--- src/rtl/ac_motor_deadtime.sv ---
// Dead-time insertion and shoot-through guard for one half-bridge leg.
// Gate and status outputs are registered and decoded from the next state.
module ac_motor_deadtime #(
  parameter int DEAD_CYCLES = 50,
  parameter int CNT_W       = 8
) (
  input  logic clk,
  input  logic reset,
  input  logic enable,
  input  logic pwm_hi,
  input  logic pwm_lo,
  input  logic fault_clr,
  output logic gate_hi,
  output logic gate_lo,
  output logic dead_active,
  output logic fault
);

  typedef enum logic [2:0] {
    S_OFF,
    S_DEAD,
    S_HI,
    S_LO,
    S_FAULT
  } state_t;

  localparam logic [CNT_W-1:0] DEAD_LOAD = CNT_W'(DEAD_CYCLES - 1);

  state_t           state;
  state_t           state_nxt;
  logic [CNT_W-1:0] cnt;
  logic [CNT_W-1:0] cnt_nxt;
  logic             shoot;

  assign shoot = pwm_hi & pwm_lo;

  // Shoot-through beats everything, and a latched fault ignores enable.
  always_comb begin
    state_nxt = state;
    cnt_nxt   = cnt;
    if (shoot) begin
      state_nxt = S_FAULT;
    end else if (state == S_FAULT) begin
      if (fault_clr) state_nxt = S_OFF;
    end else if (!enable) begin
      state_nxt = S_OFF;
    end else begin
      case (state)
        S_OFF: begin
          if (pwm_hi ^ pwm_lo) begin
            state_nxt = S_DEAD;
            cnt_nxt   = DEAD_LOAD;
          end
        end
        S_DEAD: begin
          if (cnt != '0) begin
            cnt_nxt = cnt - 1'b1;
          end else if (pwm_hi) begin
            state_nxt = S_HI;
          end else if (pwm_lo) begin
            state_nxt = S_LO;
          end else begin
            state_nxt = S_OFF;
          end
        end
        S_HI: begin
          if (!pwm_hi) begin
            state_nxt = S_DEAD;
            cnt_nxt   = DEAD_LOAD;
          end
        end
        S_LO: begin
          if (!pwm_lo) begin
            state_nxt = S_DEAD;
            cnt_nxt   = DEAD_LOAD;
          end
        end
        default: state_nxt = S_OFF;
      endcase
    end
  end

  always_ff @(posedge clk or posedge reset) begin
    if (reset) begin
      state       <= S_OFF;
      cnt         <= '0;
      gate_hi     <= 1'b0;
      gate_lo     <= 1'b0;
      dead_active <= 1'b0;
      fault       <= 1'b0;
    end else begin
      state       <= state_nxt;
      cnt         <= cnt_nxt;
      gate_hi     <= (state_nxt == S_HI);
      gate_lo     <= (state_nxt == S_LO);
      dead_active <= (state_nxt == S_DEAD);
      fault       <= (state_nxt == S_FAULT);
    end
  end

endmodule

--- config.mk ---
export PLATFORM = sky130hd
export DESIGN_NAME = ac_motor_deadtime
export DESIGN_NICKNAME = d
export VERILOG_FILES = /design/src/rtl/ac_motor_deadtime.sv
export SDC_FILE = /design/constraint.sdc
export NUM_CORES = 1
export LEC_CHECK = 0
export CELL_PAD_IN_SITES_DETAIL_PLACEMENT = 0
export CELL_PAD_IN_SITES_GLOBAL_PLACEMENT = 1
export CORE_ASPECT_RATIO = 0.7
export CORE_MARGIN = 5
export CORE_UTILIZATION = 38
export DETAILED_ROUTE_END_ITERATION = 12
export GPL_TIMING_DRIVEN = 0
export PLACE_DENSITY = 0.78
export SLEW_MARGIN = 20
export SYNTH_ARGS = -nofsm -noshare
export SYNTH_HDL_FRONTEND = slang
export SYNTH_SLANG_ARGS = --single-unit
--- constraint.sdc ---
create_clock -name clk -period 1.7 [get_ports clk]
set_input_delay 0.17 -clock clk [delete_from_list [all_inputs] [get_ports clk]]
set_output_delay 0.17 -clock clk [all_outputs]
set_load 0.01 [all_outputs]
# == Word-level counts from Yosys, hierarchy flattened ==
# Cells that the tools add are included.
# totals
register_bits,15
inputBits,6
output_inout_bits,4
wordCells,43
# op_classes
addsub,1
n_eq_ne,12
muxes,16
bitwise_logic,4
n_reduce_logical,4
# ops
op,n
$mux 8,4
$pmux 8 s4,1
$mux 3,8
$eq 3x2->1 const B,4
$pmux 3 s4,1
$ne 2x2->1 const B,4
$reduce_and 8->1,1
$reduce_bool 8->1,1
$sub 8x1->8 const B,1
$eq 3x1->1 const B,2
$eq 3x3->1 const B,2
$mux 2,2
$reduce_bool 4->1,1
$logic_not 3->1,1
$not 1->1,2
$and 1x1->1,1
$xor 1x1->1,1

# == Logic depth before layout (Yosys ltp) ==
# logic_depth
depth_word,8
ltp_mapped,7
ltp_nobuf,6

# == Worst setup path before layout ==
# OpenSTA, ideal clock, no wires.
# synth_path
path_kind,reg2reg
from,reg cnt[0]
to,reg cnt[4]
setup_time_ns,0.131
arrival_ns,1.779
required_ns,1.569
slack_ns,-0.210
stages_incl_launch_ff,8
path_buffers,1
period_less_slack_ns,1.910
cell_sequence,dfrtp_1 > inv_1 > ha_1 > or4b_1 > nor3_4 > buf_6 > nor4_1 > or3_1
# synth_between
elab_chain_cells,3
word_cells_on_any_way,6
classes_between,add/sub (1); eq/ne (1); mux (2); reduce/logical (2)
# synth_rtl
element,line_no,rtl
from (decl),31,logic [CNT_W-1:0] cnt;
from (signal assigned),93,cnt <= cnt_nxt;
$sub 8x1->8 / $reduce_bool 8->1 (equally long branches),"57, 56",
$mux 8 / $ne 2x2->1 (equally long branches),--,
$pmux 8 s4 / $reduce_and 8->1 (equally long branches),--,
# Several ways; a longest one is shown, not always the timed one. The select of a mux whose other input is x is not followed.
# A chain may end at the register's enable or synchronous reset.

# == Worst setup path in the final report ==
# layout_path
from,reg cnt[1]
to,reg cnt[4]
# The elaborated chain is that of the path after synthesis.

==> results.md <==
* IO buf count at 9
* Top cells by area, synth: dfrtp_1, ha_1, inv_1, or3_1, mux2i_1
* Slew Viols, Final at 0
* Max-Slew Margin vs Limit at 60.9%
* Clock tree from TritonCTS: yes
* Outcome: finished, violations left
* # hold bufs at CTS at 0
* CP bufs+invs at 2
* Crit end category: flip-flop
* Worst setup margin at -188 ps
* # H-tree levels at 1
* # Max-Cap Violations at 0
* Post-route ant nets at 0
* Core box area at 2210 µm²
* Commonest non-fill, non-tap cell in the layout: buf_4
* Total GRT Usage at 14.7%
* Layout cells sized above 1 at 35.3%
* Leading area contributor after synthesis: dfrtp_1
* Clock Tree Root: clkbuf_4
* Leak Pwr at 0.531 nW
* Max stage delay on crit path at roughly 500 ps
* Number of global-route vias before repair at 815
* CP max stage cell: or4b_4
* Fillers at 207
* Multi-input gate area at ~530 µm²
* Max Fclk at 530 MHz
* Die area at 3460 µm²
* Die W at 68.2 µm
* Arr. time, crit path at 2080 ps
* Wire length per cell at 16.0 µm
* First-pass GRT wire length at 3730 µm
* Clk buf depth at 2
* Worst Skew at 10.7 ps
* Critical path cell sequence: inv_2, ha_2, or4b_4, nor3_4, buf_6, nor4_2, or3_1
* Place WS at -737 ps
* Vias/cell at 5.50
* Die Y at 50.7 µm
* Final setup fails at 11
* Gate Count Post-Synth at 90
* VDD IR-drop max at 0.000279 V
* #FFs+latches synth at 15
* Final-stage net count at between 100 and 150
* Clk Latency, worst-skew pair at 310 ps
* # IOs at 10
* DRC Markers at 0
* Yosys cell types at 35
* CTS clk-pin slew, worst paths at 100 ps
* Failing checks: setup timing
* # rows at 14
* Largest net degree at the start of global routing at 16
* CP Data Required Time at approximately 1900 ps
* Initial DRC count at 26
* Largest delay contributor family on the critical path: simple AND/OR/NAND/NOR gates
* Area Overhead vs Synth at 37.4%
* N_diodes at 0
* Setup TNS at -1390 ps
* Fin crit share at 111%
* Gpl congestion at about 0.8
* Mapped Nets at 101
* RSZ-0062 raised after global routing: true
* Total gr overflow at 0
* Final count of hold timing violations at 0
* Mapped Avg Cell Area at roughly 10 µm²
* Synthesized cell area at 901 µm²
* Crit path time final at 1890 ps
* CP Launch Type: flip-flop
* Leading cell types in the layout, fill and taps excluded: buf_4, dfrtp_1, nor2_1, inv_1, clkdlybuf4s50_1
* Router iterations before antenna repair at 4
* Register area at 378 µm²
* Final total power at 836 µW
* Worst-Margin Slew at 585 ps
* Pwr dens at 676 nW/µm²
* Crit path kind: reg2reg
* Initial antenna violation count at 0
* Synth Warn # at 0
* Hold crit path type: in2async
* Post-synth top area share at 41.7%
* Post-DP HPWL at 1460 µm
* Vias at approximately 810
* Max FO, Critical Path at 5
* Detailed-route wire length at 2370 µm
* CTS Sinks at 15
* Initial Util at 40.8%
* Inserted Clock Buffers at 3
* Sequential area share after synthesis at 41.7%
## cell type report
type / count / area share (%)
repair buffers: 23 / 16.6
clock buffers: 3 / 1.82
well taps: 32 / 3.24
inverters: 9 / 2.73
flip-flops and latches: 15 / 30.5
multi-input cells: 63 / 43.2
clock inverters: 1 / 0.404
plain buffers: 2 / 1.52
## synth_stat cells
cell,count
a31o_2,2
nand3_1,1
nor3b_1,1
or4_1,3
mux2i_1,3
a22oi_1,1
o31ai_1,4
ha_1,5
o31a_2,1
and2_1,2
or3_2,1
buf_6,1
or3_4,1
nor2_1,8
o211ai_1,1
dfrtp_1,15
nor2b_1,2
o2111a_1,1
inv_1,9
buf_2,2
o21ai_0,2
nor3_1,2
a21oi_1,4
a21o_1,1
nor3_4,1
nand2b_1,2
or4b_1,1
a2111oi_1,1
o41ai_1,1
nand2_1,1
or3b_4,1
o31a_1,1
nor3b_2,1
or3_1,5
nor4_1,2
## per-stage QoR
stage	cell area, µm²	utilization (%)	hold WS [ps]	std cells
global route	1240	56.1	291	148
finish	1240	56.1	215	148
CTS	1180	53.6	244	146
global placement	1040	47.0	508	131
detailed placement	1040	47.0	520	131
floorplan	907	-	71.5	90
## layer usage
metal,up-vias,wire length [µm],GRT usage [%]
li1,382,-,-
met1,407,1090,18.1
met2,20,1130,23.2
met3,5,92,4.02
met4,0,54,7.92
met5,-,0,0
## worst reg2reg max path: stages, from the launching register on
cell and delay, ps:
dfrtp_1 400, inv_2 60, ha_2 150, or4b_4 500, nor3_4 170, buf_6 150, nor4_2 40, or3_1 310
## worst paths after layout
check                      slack [ps]  startpoint  cells past startpoint  endpoint
max                              -190      cnt[1]                      7    cnt[4]
min                               220       reset                      2   gate_lo
max reg2reg                      -190      cnt[1]                      7    cnt[4]
min reg2reg                       560      cnt[1]                      2    cnt[1]
max in group asynchronous        1060       reset                      2  state[2]
min in group clk                  470      enable                      3  state[0]
## state kept, by name, indices dropped and copies added (netlist names)
name and count:
dead_active 1, fault 1, gate_hi 1, state 3, gate_lo 1, cnt 8
## what timing repair did
action / in CTS / in global routing
pin swaps: 2 / 2
buffers inserted: 12 / 2
endpoints found under the setup margin: 13 / 13
resized for setup: 10 / 7
## where the power goes
part / switching (mW) / internal, mW
combinational: 0.0992 / 0.106
clock: 0.132 / 0.0880
sequential: 0.0298 / 0.382
## kinds of logic after synthesis
family                     after synthesis  synth area share, %
AOI/OAI and AO/OA                       20                 16.5
adders and majority gates                5                 6.94
buffers and inverters                   12                 6.11
DFF                                     15                 41.7
muxes                                    3                 3.33
and+or+nand+nor                         35                 25.4
Power figures use the tool's default switching activity.
